$ cat config.mk
export PLATFORM = sky130hd
export DESIGN_NAME = gcd_issue_ctrl
export DESIGN_NICKNAME = d
export VERILOG_FILES = /design/src/rtl/gcd_pkg.sv /design/src/rtl/gcd_op_fifo.sv /design/src/rtl/gcd_issue_ctrl.sv
export SDC_FILE = /design/constraint.sdc
export NUM_CORES = 1
export LEC_CHECK = 0
export CORE_AREA = 2 2 63 95
export DETAILED_ROUTE_END_ITERATION = 12
export DIE_AREA = 0 0 65 97
export PLACE_DENSITY = 0.83
export RECOVER_POWER = 100
export SYNTH_ARGS = -nofsm -noshare
export SYNTH_HDL_FRONTEND = slang
export SYNTH_SLANG_ARGS = --single-unit
$ cat constraint.sdc
create_clock -name clock -period 4.3 [get_ports clock]
set_input_delay 1.075 -clock clock [delete_from_list [all_inputs] [get_ports clock]]
set_output_delay 1.075 -clock clock [all_outputs]
set_load 0.01 [all_outputs]
$ cat src/rtl/gcd_pkg.sv
// Shared definitions for the GCD issue controller and its core: state
// encodings, default operand width and timeout, and the result error flag.
package gcd_pkg;

  // Operand/result width shared with the GCD datapath core.
  localparam int GCD_WIDTH = 5;

  // Cycles allowed between go and done before a computation is abandoned.
  localparam int GCD_TIMEOUT = 64;

  // res_err meaning: 0 = res_gcd is a valid result, 1 = no valid result
  // (both operands were zero, or the core never reported done).
  localparam logic ERR_NONE    = 1'b0;
  localparam logic ERR_INVALID = 1'b1;

  typedef enum logic [1:0] {
    ST_IDLE  = 2'b00,
    ST_ISSUE = 2'b01,
    ST_WAIT  = 2'b10,
    ST_HOLD  = 2'b11
  } issue_state_e;

endpackage

$ cat src/rtl/gcd_op_fifo.sv
// Show-ahead synchronous FIFO holding {x,y} operand pairs.
// Pointers carry one extra wrap bit so full and empty are distinguishable.
// The empty flag is registered: a pop is reflected in the same cycle, a push
// becomes visible one cycle after the write, so the consumer always decodes
// from a flop and the head word has settled before it is captured.
module gcd_op_fifo #(
  parameter int DW    = 10,
  parameter int DEPTH = 4
) (
  input  logic          clock,
  input  logic          reset_n,
  input  logic          push,
  input  logic          pop,
  input  logic [DW-1:0] wdata,
  output logic [DW-1:0] rdata,
  output logic          full,
  output logic          empty
);

  localparam int AW = $clog2(DEPTH);
  localparam logic [AW:0] PTR_ONE = {{AW{1'b0}}, 1'b1};

  logic [DW-1:0] mem [DEPTH];
  logic [AW:0]   wr_ptr;
  logic [AW:0]   rd_ptr;
  logic [AW:0]   rd_ptr_nxt;
  logic          do_push;
  logic          do_pop;

  // A full FIFO refuses a push even when a pop happens in the same cycle.
  assign full       = (wr_ptr[AW] != rd_ptr[AW]) && (wr_ptr[AW-1:0] == rd_ptr[AW-1:0]);
  assign do_push    = push && !full;
  assign do_pop     = pop && !empty;
  assign rd_ptr_nxt = do_pop ? (rd_ptr + PTR_ONE) : rd_ptr;
  assign rdata      = mem[rd_ptr[AW-1:0]];

  // Pointer and empty-flag registers; the flag compares against the
  // pre-push write pointer so new entries appear a cycle after the write.
  always_ff @(posedge clock or negedge reset_n) begin
    if (!reset_n) begin
      wr_ptr <= '0;
      rd_ptr <= '0;
      empty  <= 1'b1;
    end else begin
      if (do_push) begin
        wr_ptr <= wr_ptr + PTR_ONE;
      end
      rd_ptr <= rd_ptr_nxt;
      empty  <= (rd_ptr_nxt == wr_ptr);
    end
  end

  // Storage array write port.
  always_ff @(posedge clock) begin
    if (do_push) begin
      mem[wr_ptr[AW-1:0]] <= wdata;
    end
  end

endmodule

$ cat src/rtl/gcd_issue_ctrl.sv
// Upstream sequencer for the GCD core: queues operand pairs, launches one
// computation at a time, short-circuits zero operands, aborts hung
// computations after TIMEOUT cycles and presents results in input order.
//
// Handshakes: both streams use valid/ready. A transfer happens on a rising
// clock edge where valid and ready are both 1; a producer holds valid and
// its data stable until that edge, and ready never depends on valid.
module gcd_issue_ctrl
  import gcd_pkg::*;
#(
  parameter int WIDTH   = GCD_WIDTH,
  parameter int DEPTH   = 4,
  parameter int TIMEOUT = GCD_TIMEOUT
) (
  input  logic             clock,
  input  logic             reset_n,
  input  logic             in_valid,
  output logic             in_ready,
  input  logic [WIDTH-1:0] in_x,
  input  logic [WIDTH-1:0] in_y,
  output logic             go,
  output logic [WIDTH-1:0] x_out,
  output logic [WIDTH-1:0] y_out,
  input  logic             done,
  input  logic [WIDTH-1:0] gcd_a,
  output logic             res_valid,
  input  logic             res_ready,
  output logic [WIDTH-1:0] res_gcd,
  output logic             res_err,
  output logic             busy
);

  localparam int CW = (TIMEOUT > 2) ? $clog2(TIMEOUT) : 1;
  localparam logic [CW-1:0] CNT_LAST = CW'(TIMEOUT - 1);
  localparam logic [CW-1:0] CNT_ONE  = CW'(1);

  issue_state_e state;
  issue_state_e state_nxt;

  logic [CW-1:0]        cnt;
  logic                 fifo_full;
  logic                 fifo_empty;
  logic                 fifo_push;
  logic                 fifo_pop;
  logic [2*WIDTH-1:0]   fifo_rdata;
  logic [WIDTH-1:0]     head_x;
  logic [WIDTH-1:0]     head_y;
  logic                 head_zero;
  logic                 timed_out;

  assign in_ready  = !fifo_full;
  assign fifo_push = in_valid && in_ready;
  assign head_x    = fifo_rdata[2*WIDTH-1:WIDTH];
  assign head_y    = fifo_rdata[WIDTH-1:0];
  assign head_zero = (head_x == '0) || (head_y == '0);
  // done takes priority: the timeout only fires in a WAIT cycle without done.
  assign timed_out = (state == ST_WAIT) && !done && (cnt == CNT_LAST);
  assign busy      = (state != ST_IDLE) || !fifo_empty;

  gcd_op_fifo #(
    .DW    (2 * WIDTH),
    .DEPTH (DEPTH)
  ) u_fifo (
    .clock   (clock),
    .reset_n (reset_n),
    .push    (fifo_push),
    .pop     (fifo_pop),
    .wdata   ({in_x, in_y}),
    .rdata   (fifo_rdata),
    .full    (fifo_full),
    .empty   (fifo_empty)
  );

  // State register.
  always_ff @(posedge clock or negedge reset_n) begin
    if (!reset_n) begin
      state <= ST_IDLE;
    end else begin
      state <= state_nxt;
    end
  end

  // Next-state decode, FIFO pop and the one-cycle go pulse.
  always_comb begin
    state_nxt = state;
    fifo_pop  = 1'b0;
    go        = 1'b0;
    case (state)
      ST_IDLE: begin
        if (!fifo_empty) begin
          fifo_pop  = 1'b1;
          state_nxt = head_zero ? ST_HOLD : ST_ISSUE;
        end
      end
      ST_ISSUE: begin
        go        = 1'b1;
        state_nxt = ST_WAIT;
      end
      ST_WAIT: begin
        if (done || timed_out) begin
          state_nxt = ST_HOLD;
        end
      end
      ST_HOLD: begin
        if (res_ready) begin
          state_nxt = ST_IDLE;
        end
      end
      default: state_nxt = ST_IDLE;
    endcase
  end

  // Operand registers: loaded only on a pop, held through the whole transaction.
  always_ff @(posedge clock or negedge reset_n) begin
    if (!reset_n) begin
      x_out <= '0;
      y_out <= '0;
    end else if (fifo_pop) begin
      x_out <= head_x;
      y_out <= head_y;
    end
  end

  // Timeout counter: cleared while go is issued, counts every WAIT cycle.
  always_ff @(posedge clock or negedge reset_n) begin
    if (!reset_n) begin
      cnt <= '0;
    end else if (state == ST_ISSUE) begin
      cnt <= '0;
    end else if (state == ST_WAIT) begin
      cnt <= cnt + CNT_ONE;
    end
  end

  // Result register: loaded from zero operands, the core, or a timeout.
  always_ff @(posedge clock or negedge reset_n) begin
    if (!reset_n) begin
      res_valid <= 1'b0;
      res_gcd   <= '0;
      res_err   <= ERR_NONE;
    end else begin
      case (state)
        ST_IDLE: begin
          if (fifo_pop && head_zero) begin
            res_gcd   <= head_x | head_y;
            res_err   <= ((head_x == '0) && (head_y == '0)) ? ERR_INVALID : ERR_NONE;
            res_valid <= 1'b1;
          end
        end
        ST_WAIT: begin
          if (done) begin
            res_gcd   <= gcd_a;
            res_err   <= ERR_NONE;
            res_valid <= 1'b1;
          end else if (timed_out) begin
            res_gcd   <= '0;
            res_err   <= ERR_INVALID;
            res_valid <= 1'b1;
          end
        end
        ST_HOLD: begin
          if (res_ready) begin
            res_valid <= 1'b0;
          end
        end
        default: ;
      endcase
    end
  end

endmodule

==> metrics.md <==
| Metric | Value |
|---|---|
| Status | finished with violations |
| Failing checks | capacitance limit, slew limit |
| Placed cells | 310 |
| HP Class | register to register |
| Worst VDD drop | 0.540 mV |
| Final setup viols | 0 |
| Finished Layout Cells | 326 |
| Antenna diode count | 0 |
| Core Util, Final | 70.1% |
| Final Max Slew Viols | 33 |
| Warnings from Yosys | 0 |
| Core Area | 0.00541 mm2 |
| Clock Tree Root | clkbuf_8 |
| First-pass GRT wire length | 8870 um |
| DRT antenna net count | 0 |
| H-Tree Depth | 3 |
| Syn_nets | 235 |
| Clock Tree Buf Depth | 2 |
| Kind of end point of the critical path | output pin |
| Overflow after GRT | 0 |
| Slowest cell on the critical path | dfrtp_1 |
| HPWL after DPL | 3790 um |
| Clock buffer count from CTS | 9 |
| CP startpoint kind | register |
| Synth Instances | 204 |
| Critical-path cell list | xnor2_1 > nand3_1 > dlygate4sd3_1 |
| Static leakage | 1.46 nW |
| WL final | 5440 um |
| Largest net degree at the start of global routing | 33 |
| CTS tree | done |
| Per-cell routed wire length | 16.7 um |
| First-pass DRT Iterations | 4 |
| Fin nets | 282 |
| Share of layout cells above drive strength 1 | 14.5% |
| Number of port buffers | 39 |
| Drt drc | 0 |
| Setup TNS | 0 ns |
| Placer Congestion | 0.759 |
| CP Class | register to output pin |
| Fmax | 0.312 GHz |
| DR vias | 1785 |
| Netlist cell types | 38 |
| Post-synthesis sequential area ratio | 63.1% |
| Initial cell density of the core | 58.7% |
| Clock Latency Late Sink | 0.34 ns |
| Tcrit/Tclk final | 74.5% |
| Critical path peak fanout | 13 |
| Seq cells post-synth | 72 |
| Reg clk slew, reported paths | 0.08 ns |
| Cell area power density | 745 mW/mm2 |
| Post-cts resize count | 0 |
| Ports | 40 |
| Post-CTS Setup Inserts | 0 |
| Number of global-route vias before repair | 1820 |
| Die Span Y | 97 um |
| Mapped Area | 0.00317 mm2 |
| Chip width | 65 um |
| CP required | 3.22 ns |
| Die area | 0.00631 mm2 |
| Unrepaired setup endpoints after global routing | no |
| Max-cap viol count | 1 |
| # clock sinks | 72 |
| Initial DRC count | 74 |
| GRT Util Overall | 19.0% |
| Post-route minimum period | 3.20 ns |
| Clock Skew | 0.0113 ns |
| CTS hold repair buffers | 0 |
| Synth-to-Final Area Change | 19.4% |
| Worst slew pin tran | 1.73 ns |
| Final-report hold violation count | 0 |
| Initial antenna violation count | 0 |
| Worst path buffer plus inverter count | 1 |
| # rows | 33 |
| Mean Syn Cell Area | 15.6 um2 |
| Critical path's top delay family | flip-flops |
| Worst rel slew slack | -15.4% |
| Vias/cell | 5.48 |
| Arrival @ worst endpoint | 2.13 ns |
| CP max stage delay | 0.79 ns |
[final cells by class]
type                       count  area (um2)
clock inverter                 7        70.1
timing repair buffer          41         398
multi-input combinational    119        1080
fill                         366        1620
clock buffer                   9         124
inverter                       8        30.0
sequential                    72        2000
tap                           70        87.6
[metal layers]
layer	up-vias	routed length, um	GRT usage [%]
met5	-	0	0
met2	36	2930	31.4
li1	856	-	-
met3	5	215	5.35
met4	0	72	7.36
met1	888	2220	23.5
[metrics by stage]
stage	total power, mW	hold slack [ns]	cell area [um2]	setup slack [ns]
floorplan	2.03	0.498	3170	2.19
global placement	2.40	0.489	3640	1.58
detailed placement	2.45	0.498	3640	1.55
CTS	2.97	0.516	3830	1.19
global route	3.01	0.528	3790	1.00
finish	2.82	0.507	3790	1.10
[cells in the final DEF (no fill, tap or decap), types with 3 or more instances in the layout]
| cell type | n |
|---|---|
| a21oi_1 | 5 |
| and3_1 | 5 |
| clkbuf_8 | 9 |
| clkdlybuf4s50_1 | 6 |
| dfrtp_1 | 31 |
| dlygate4sd3_1 | 33 |
| edfxtp_1 | 40 |
| ha_1 | 11 |
| inv_1 | 8 |
| mux2_1 | 6 |
| mux2_2 | 12 |
| mux4_1 | 6 |
| mux4_2 | 4 |
| nand2_1 | 8 |
| nand3_1 | 7 |
| nand4_1 | 3 |
| nor2_1 | 10 |
| o21ai_0 | 8 |
| xnor2_1 | 8 |
| xor2_1 | 4 |
[power breakdown]
part / total [mW] / internal (mW) / switching (mW)
clock: 0.520 / 0.268 / 0.252
sequential: 1.16 / 0.984 / 0.175
combinational: 1.15 / 0.592 / 0.555
[synthesized netlist by cell type]
cell type / number / share of area (%)
ha_1: 11 / 4.3
nor3b_1: 1 / 0.24
nand3_1: 7 / 1.1
nand3b_1: 1 / 0.24
o22ai_1: 2 / 0.39
nor2_2: 1 / 0.20
nand2b_1: 1 / 0.20
o21bai_1: 1 / 0.24
mux4_2: 4 / 2.8
clkbuf_1: 4 / 0.47
nor3_4: 1 / 0.51
inv_1: 8 / 0.95
a21oi_1: 5 / 0.79
and3_1: 5 / 0.99
xor2_1: 4 / 1.1
and2_1: 1 / 0.20
mux2_2: 13 / 4.6
a21o_4: 1 / 0.47
dfrtp_1: 31 / 24
a22oi_2: 1 / 0.39
a21o_2: 1 / 0.28
a211oi_1: 2 / 0.47
xnor2_1: 8 / 2.2
o21ai_0: 8 / 1.3
edfxtp_1: 40 / 38
nor3_1: 1 / 0.16
nand4_1: 3 / 0.59
dfstp_2: 1 / 0.83
a21o_1: 1 / 0.24
o211ai_1: 1 / 0.24
nor3_2: 1 / 0.32
mux4_1: 6 / 5.0
or2_2: 1 / 0.20
mux2_4: 6 / 2.8
nor2b_1: 2 / 0.39
nand2_1: 8 / 0.95
buf_6: 1 / 0.35
nor2_1: 10 / 1.2
[cells by family after synthesis]
logic type | after synthesis | share of synthesized area [%]
flops | 72 | 63.1
simple gates | 44 | 7.45
mux | 29 | 15.3
compound gates | 23 | 4.77
buf+inv | 13 | 1.77
xor+xnor | 12 | 3.31
fa+ha+maj | 11 | 4.34
[worst reg2reg max path, delay by kind of cell, from the launching register on]
kind,cells,cell delay (ns)
AO/OA/AOI/OAI,2,0.51
flip-flops,1,0.79
multiplexers,2,1.06
AND/OR/NAND/NOR,1,0.28
[path summary, 6_finish.rpt]
path | start | cells after the start | slack, ns | to
max in group asynchronous | reset_n | 2 | 1.56 | u_fifo.wr_ptr[1]
max reg2reg | u_fifo.rd_ptr[0] | 5 | 1.53 | res_gcd[0]
min in group asynchronous | reset_n | 2 | 1.72 | res_gcd[2]
min | x_out[4] | 1 | 0.51 | x_out[4]
max | u_fifo.rd_ptr[0] | 3 | 1.10 | in_ready
min reg2reg | x_out[4] | 1 | 0.51 | x_out[4]
[flip-flops by register name, summed over array words and instances (netlist names)]
signal	count
u_fifo.empty	1
u_fifo.wr_ptr	3
res_gcd	5
y_out	5
u_fifo.rd_ptr	3
res_valid	1
u_fifo.mem	40
res_err	1
x_out	5
cnt	6
state	2
Power figures use the tool's default switching activity.
==> RTL change 1 (same flow settings) <==
`GCD_TIMEOUT`: 64 -> 128.
--- a/src/rtl/gcd_pkg.sv
+++ b/src/rtl/gcd_pkg.sv
@@ -6,7 +6,7 @@
   localparam int GCD_WIDTH = 5;
 
   // Cycles allowed between go and done before a computation is abandoned.
-  localparam int GCD_TIMEOUT = 64;
+  localparam int GCD_TIMEOUT = 128;
 
   // res_err meaning: 0 = res_gcd is a valid result, 1 = no valid result
   // (both operands were zero, or the core never reported done).
Formal check against the unedited RTL: same outputs for any inputs over 10 cycles, from zero or initial values and one cycle with reset_n low; that may be too few to reach the edited logic, so the function may still have changed.
==> RTL change 1 against the unedited design <==
  * Routed wire length grew 1.6%
  * Core utilization grew 1.0 points
  * The run still ends with max-capacitance violations, max-slew violations left
  * Power grew 0.15%
  * Design area grew 1.5%
  * Sequential cell count grew 1
  * Area after synthesis grew 2.8%
  * Synthesized cell count grew 3.9%
  * Worst setup slack lost 0.086 ns
==> RTL change 1: results <==
{
  "clock-skew-final_ns": 0.00473,
  "h-tree-depth": 3,
  "largest_register_ff_count": 40,
  "antenna_found_initial": 0,
  "routabilityCongestion": 0.740,
  "clkSlewWorstSetupHoldPaths_ns": 0.07,
  "layout-drive-gt1-share": 0.125,
  "drt-pass1-iter-count": 5,
  "p_int_mw": 1.85,
  "clk-insertion-delay-late_ns": 0.33,
  "postPlaceCellArea_um2": 3710,
  "path_max_fanout": 13,
  "slew_violations": 34,
  "yosysSeqAreaShare": 0.622,
  "grt_pass1_wl_mm": 9.20,
  "drt_first_iter_violations": 102,
  "violations": "max-capacitance violations, max-slew violations",
  "dp_hpwl_mm": 3.86,
  "synth_cells": 212,
  "fillers": 377,
  "synth_cell_types": 42,
  "vias_per_cell": 5.57,
  "synth_edf_count": 40,
  "root_buffer": "clkbuf_8",
  "grt_usage": 0.198,
  "async_flop_share": 0.452,
  "hold_class": "reg -> reg",
  "cts_resized": 0,
  "grt_max_degree": 34,
  "clk-power_mw": 0.504,
  "power.leakage_nw": 1.48,
  "stdcell_count": 333,
  "whs_ns": 0.495,
  "cts_setup_buffers": 0,
  "ys_top_cells_by_area": "edfxtp_1 (37%), dfrtp_1 (25%), mux4_1 (6.4%)",
  "place_ws_ns": 1.41,
  "grt_pass1_vias": 1917,
  "comb_cell_power_mw": 1.16,
  "arrival_ns": 2.21,
  "wl_per_cell_um": 16.6,
  "cts_buffers": 9,
  "max_cap_viol_count": 1,
  "synth_fp_nets": 243,
  "fin_nets": 289,
  "layout_min_cycle_time_ns": 3.29,
  "dp_cells": 317,
  "vdd_drop_max_mv": 0.435,
  "n_antenna_cell": 0,
  "status": "complete, but fails checks",
  "clk_path_buf_depth": 2,
  "io_buffers": 39,
  "synthTopCellsByCount": "edfxtp_1 (40), dfrtp_1 (32), mux2_2 (14), ha_1 (11), nor2_1 (11)",
  "p_sw_frac": 0.345,
  "yosysWarnings": 0,
  "slew_headroom": -0.188
}
[RTL change 1: worst paths after layout]
path | depth (start not counted) | end | from
min in group asynchronous | 2 | res_gcd[1] | reset_n
hold reg to reg | 1 | u_fifo.wr_ptr[2] | u_fifo.wr_ptr[2]
max in group asynchronous | 2 | u_fifo.wr_ptr[0] | reset_n
setup / recovery | 3 | in_ready | u_fifo.rd_ptr[0]
setup reg to reg | 5 | res_gcd[4] | u_fifo.rd_ptr[0]
hold / removal | 1 | u_fifo.wr_ptr[2] | u_fifo.wr_ptr[2]
[RTL change 1: cell type report]
| cell class | instances | area (µm²) | share of cell area |
|---|---|---|---|
| clock buffer | 10 | 128 | 0.0332 |
| tap | 70 | 87.6 | 0.0228 |
| multi-input combinational | 124 | 1110 | 0.289 |
| clock inverter | 6 | 58.8 | 0.0153 |
| timing repair buffer | 41 | 398 | 0.103 |
| sequential | 73 | 2030 | 0.527 |
| inverter | 9 | 33.8 | 0.00878 |
[RTL change 1: worst max-delay path: stages, from the launching register on]
cell and delay, ns:
dfrtp_1 0.77, xor2_1 0.28, nand3b_1 0.21, dlygate4sd3_1 0.63
[RTL change 1: per-layer routing]
| metal | track usage | vias up | part of all wire |
|---|---|---|---|
| met3 | 0.0337 | 9 | 0.033 |
| li1 | - | 887 | - |
| met2 | 0.336 | 44 | 0.55 |
| met1 | 0.233 | 915 | 0.39 |
| met4 | 0.113 | 0 | 0.023 |
| met5 | 0 | - | 0 |
[RTL change 1: cells by family after synthesis]
family	after synthesis	synth area share
and+or+nand+nor	48	0.0832
muxes	31	0.157
buffers and inverters	15	0.0230
xor gates and xnor gates	10	0.0268
AOI/OAI and AO/OA	24	0.0460
DFF	73	0.622
adders and majority gates	11	0.0422
==> RTL change 2 (same settings) <==
Without the edit above. Encoding of `issue_state_e`: now Gray code (2 bits for 4 states).
--- a/src/rtl/gcd_pkg.sv
+++ b/src/rtl/gcd_pkg.sv
@@ -16,8 +16,8 @@
   typedef enum logic [1:0] {
     ST_IDLE  = 2'b00,
     ST_ISSUE = 2'b01,
-    ST_WAIT  = 2'b10,
-    ST_HOLD  = 2'b11
+    ST_WAIT  = 2'b11,
+    ST_HOLD  = 2'b10
   } issue_state_e;
 
 endpackage
Formal check against the unedited RTL: same outputs for any inputs over 10 cycles, from zero or initial values and one cycle with reset_n low; not proved beyond that.
==> RTL change 2 against the unedited design <==
  * Design area decreased by 2.4%
  * Critical path type unchanged
  * Area after synthesis decreased by 1.6%
  * Combinational power decreased by 16%
  * Routed wire length increased by 0.31%
  * Sequential cell count unchanged
  * Power decreased by 7.8%
  * Worst setup slack got worse by 0.099 ns
  * First-iteration DRC count increased by 24%
==> RTL change 2: results <==
{
  "power.leakage_nw": 1.45,
  "dp_hpwl_mm": 3.93,
  "met3_usage": 0.0384,
  "grt_pass1_vias": 1861,
  "fin_nets": 275,
  "min_to": "u_fifo.wr_ptr[2]",
  "ff2ff_setup_slack_ns": 1.13,
  "setup_ws_ns": 0.998,
  "status": "completed",
  "r2r-end": "res_gcd[1]",
  "synthXorXnorAreaFrac": 0.0224,
  "synth_cell_types": 36,
  "synth.area.mux_share": 0.157,
  "reg2regPathDepth": 5,
  "stdcell_count": 324,
  "ys_top_cells_by_area": "edfxtp_1 (38%), dfrtp_1 (25%), mux4_1 (6.7%)",
  "grt_usage": 0.193,
  "whs_ns": 0.484,
  "grt_pass1_wl_mm": 9.00,
  "drt_first_iter_violations": 92,
  "layout-drive-gt1-share": 0.138,
  "arrival_ns": 2.23,
  "vias_per_cell": 5.53,
  "met3_length_um": 221,
  "synthAdderAreaFrac": 0.0240,
  "synth_compound_area_frac": 0.0677,
  "synthTopCellsByCount": "edfxtp_1 (40), dfrtp_1 (31), o21ai_0 (15), nand2_1 (13), mux2_2 (12)",
  "grt_util_met2": 0.341,
  "cts_setup_buffers": 0,
  "avgSynthCellArea_um2": 15.3,
  "yosysSeqAreaShare": 0.641,
  "vdd_drop_max_mv": 0.318,
  "synth_fp_nets": 230,
  "place_ws_ns": 1.41,
  "min_from": "u_fifo.wr_ptr[2]",
  "grt_max_degree": 22,
  "clock-skew-final_ns": 0.00966,
  "wl_per_cell_um": 16.8,
  "postPlaceCellArea_um2": 3580,
  "met1_length_mm": 2.16
}
==> RTL change 2: final cells by class <==
class                      instances  area, µm²
multi-input combinational        116       1010
sequential                        72       2000
tap                               70       87.6
inverter                           9       33.8
timing repair buffer              41        398
clock inverter                     7       46.3
fill                             376       1710
clock buffer                       9        124
==> RTL change 2: report_power, final <==
| part | total [mW] | switching (mW) | internal, mW | leakage [nW] |
|---|---|---|---|---|
| clock | 0.458 | 0.250 | 0.208 | 0.0830 |
| sequential | 1.18 | 0.199 | 0.980 | 0.746 |
| combinational | 0.967 | 0.459 | 0.507 | 0.623 |
==> RTL change 2: worst register-to-register path: cells and delay by family (launching register included) <==
family | cells | cell delay (ns)
compound gates | 2 | 0.60
simple gates | 1 | 0.56
mux | 2 | 1.10
flops | 1 | 0.79
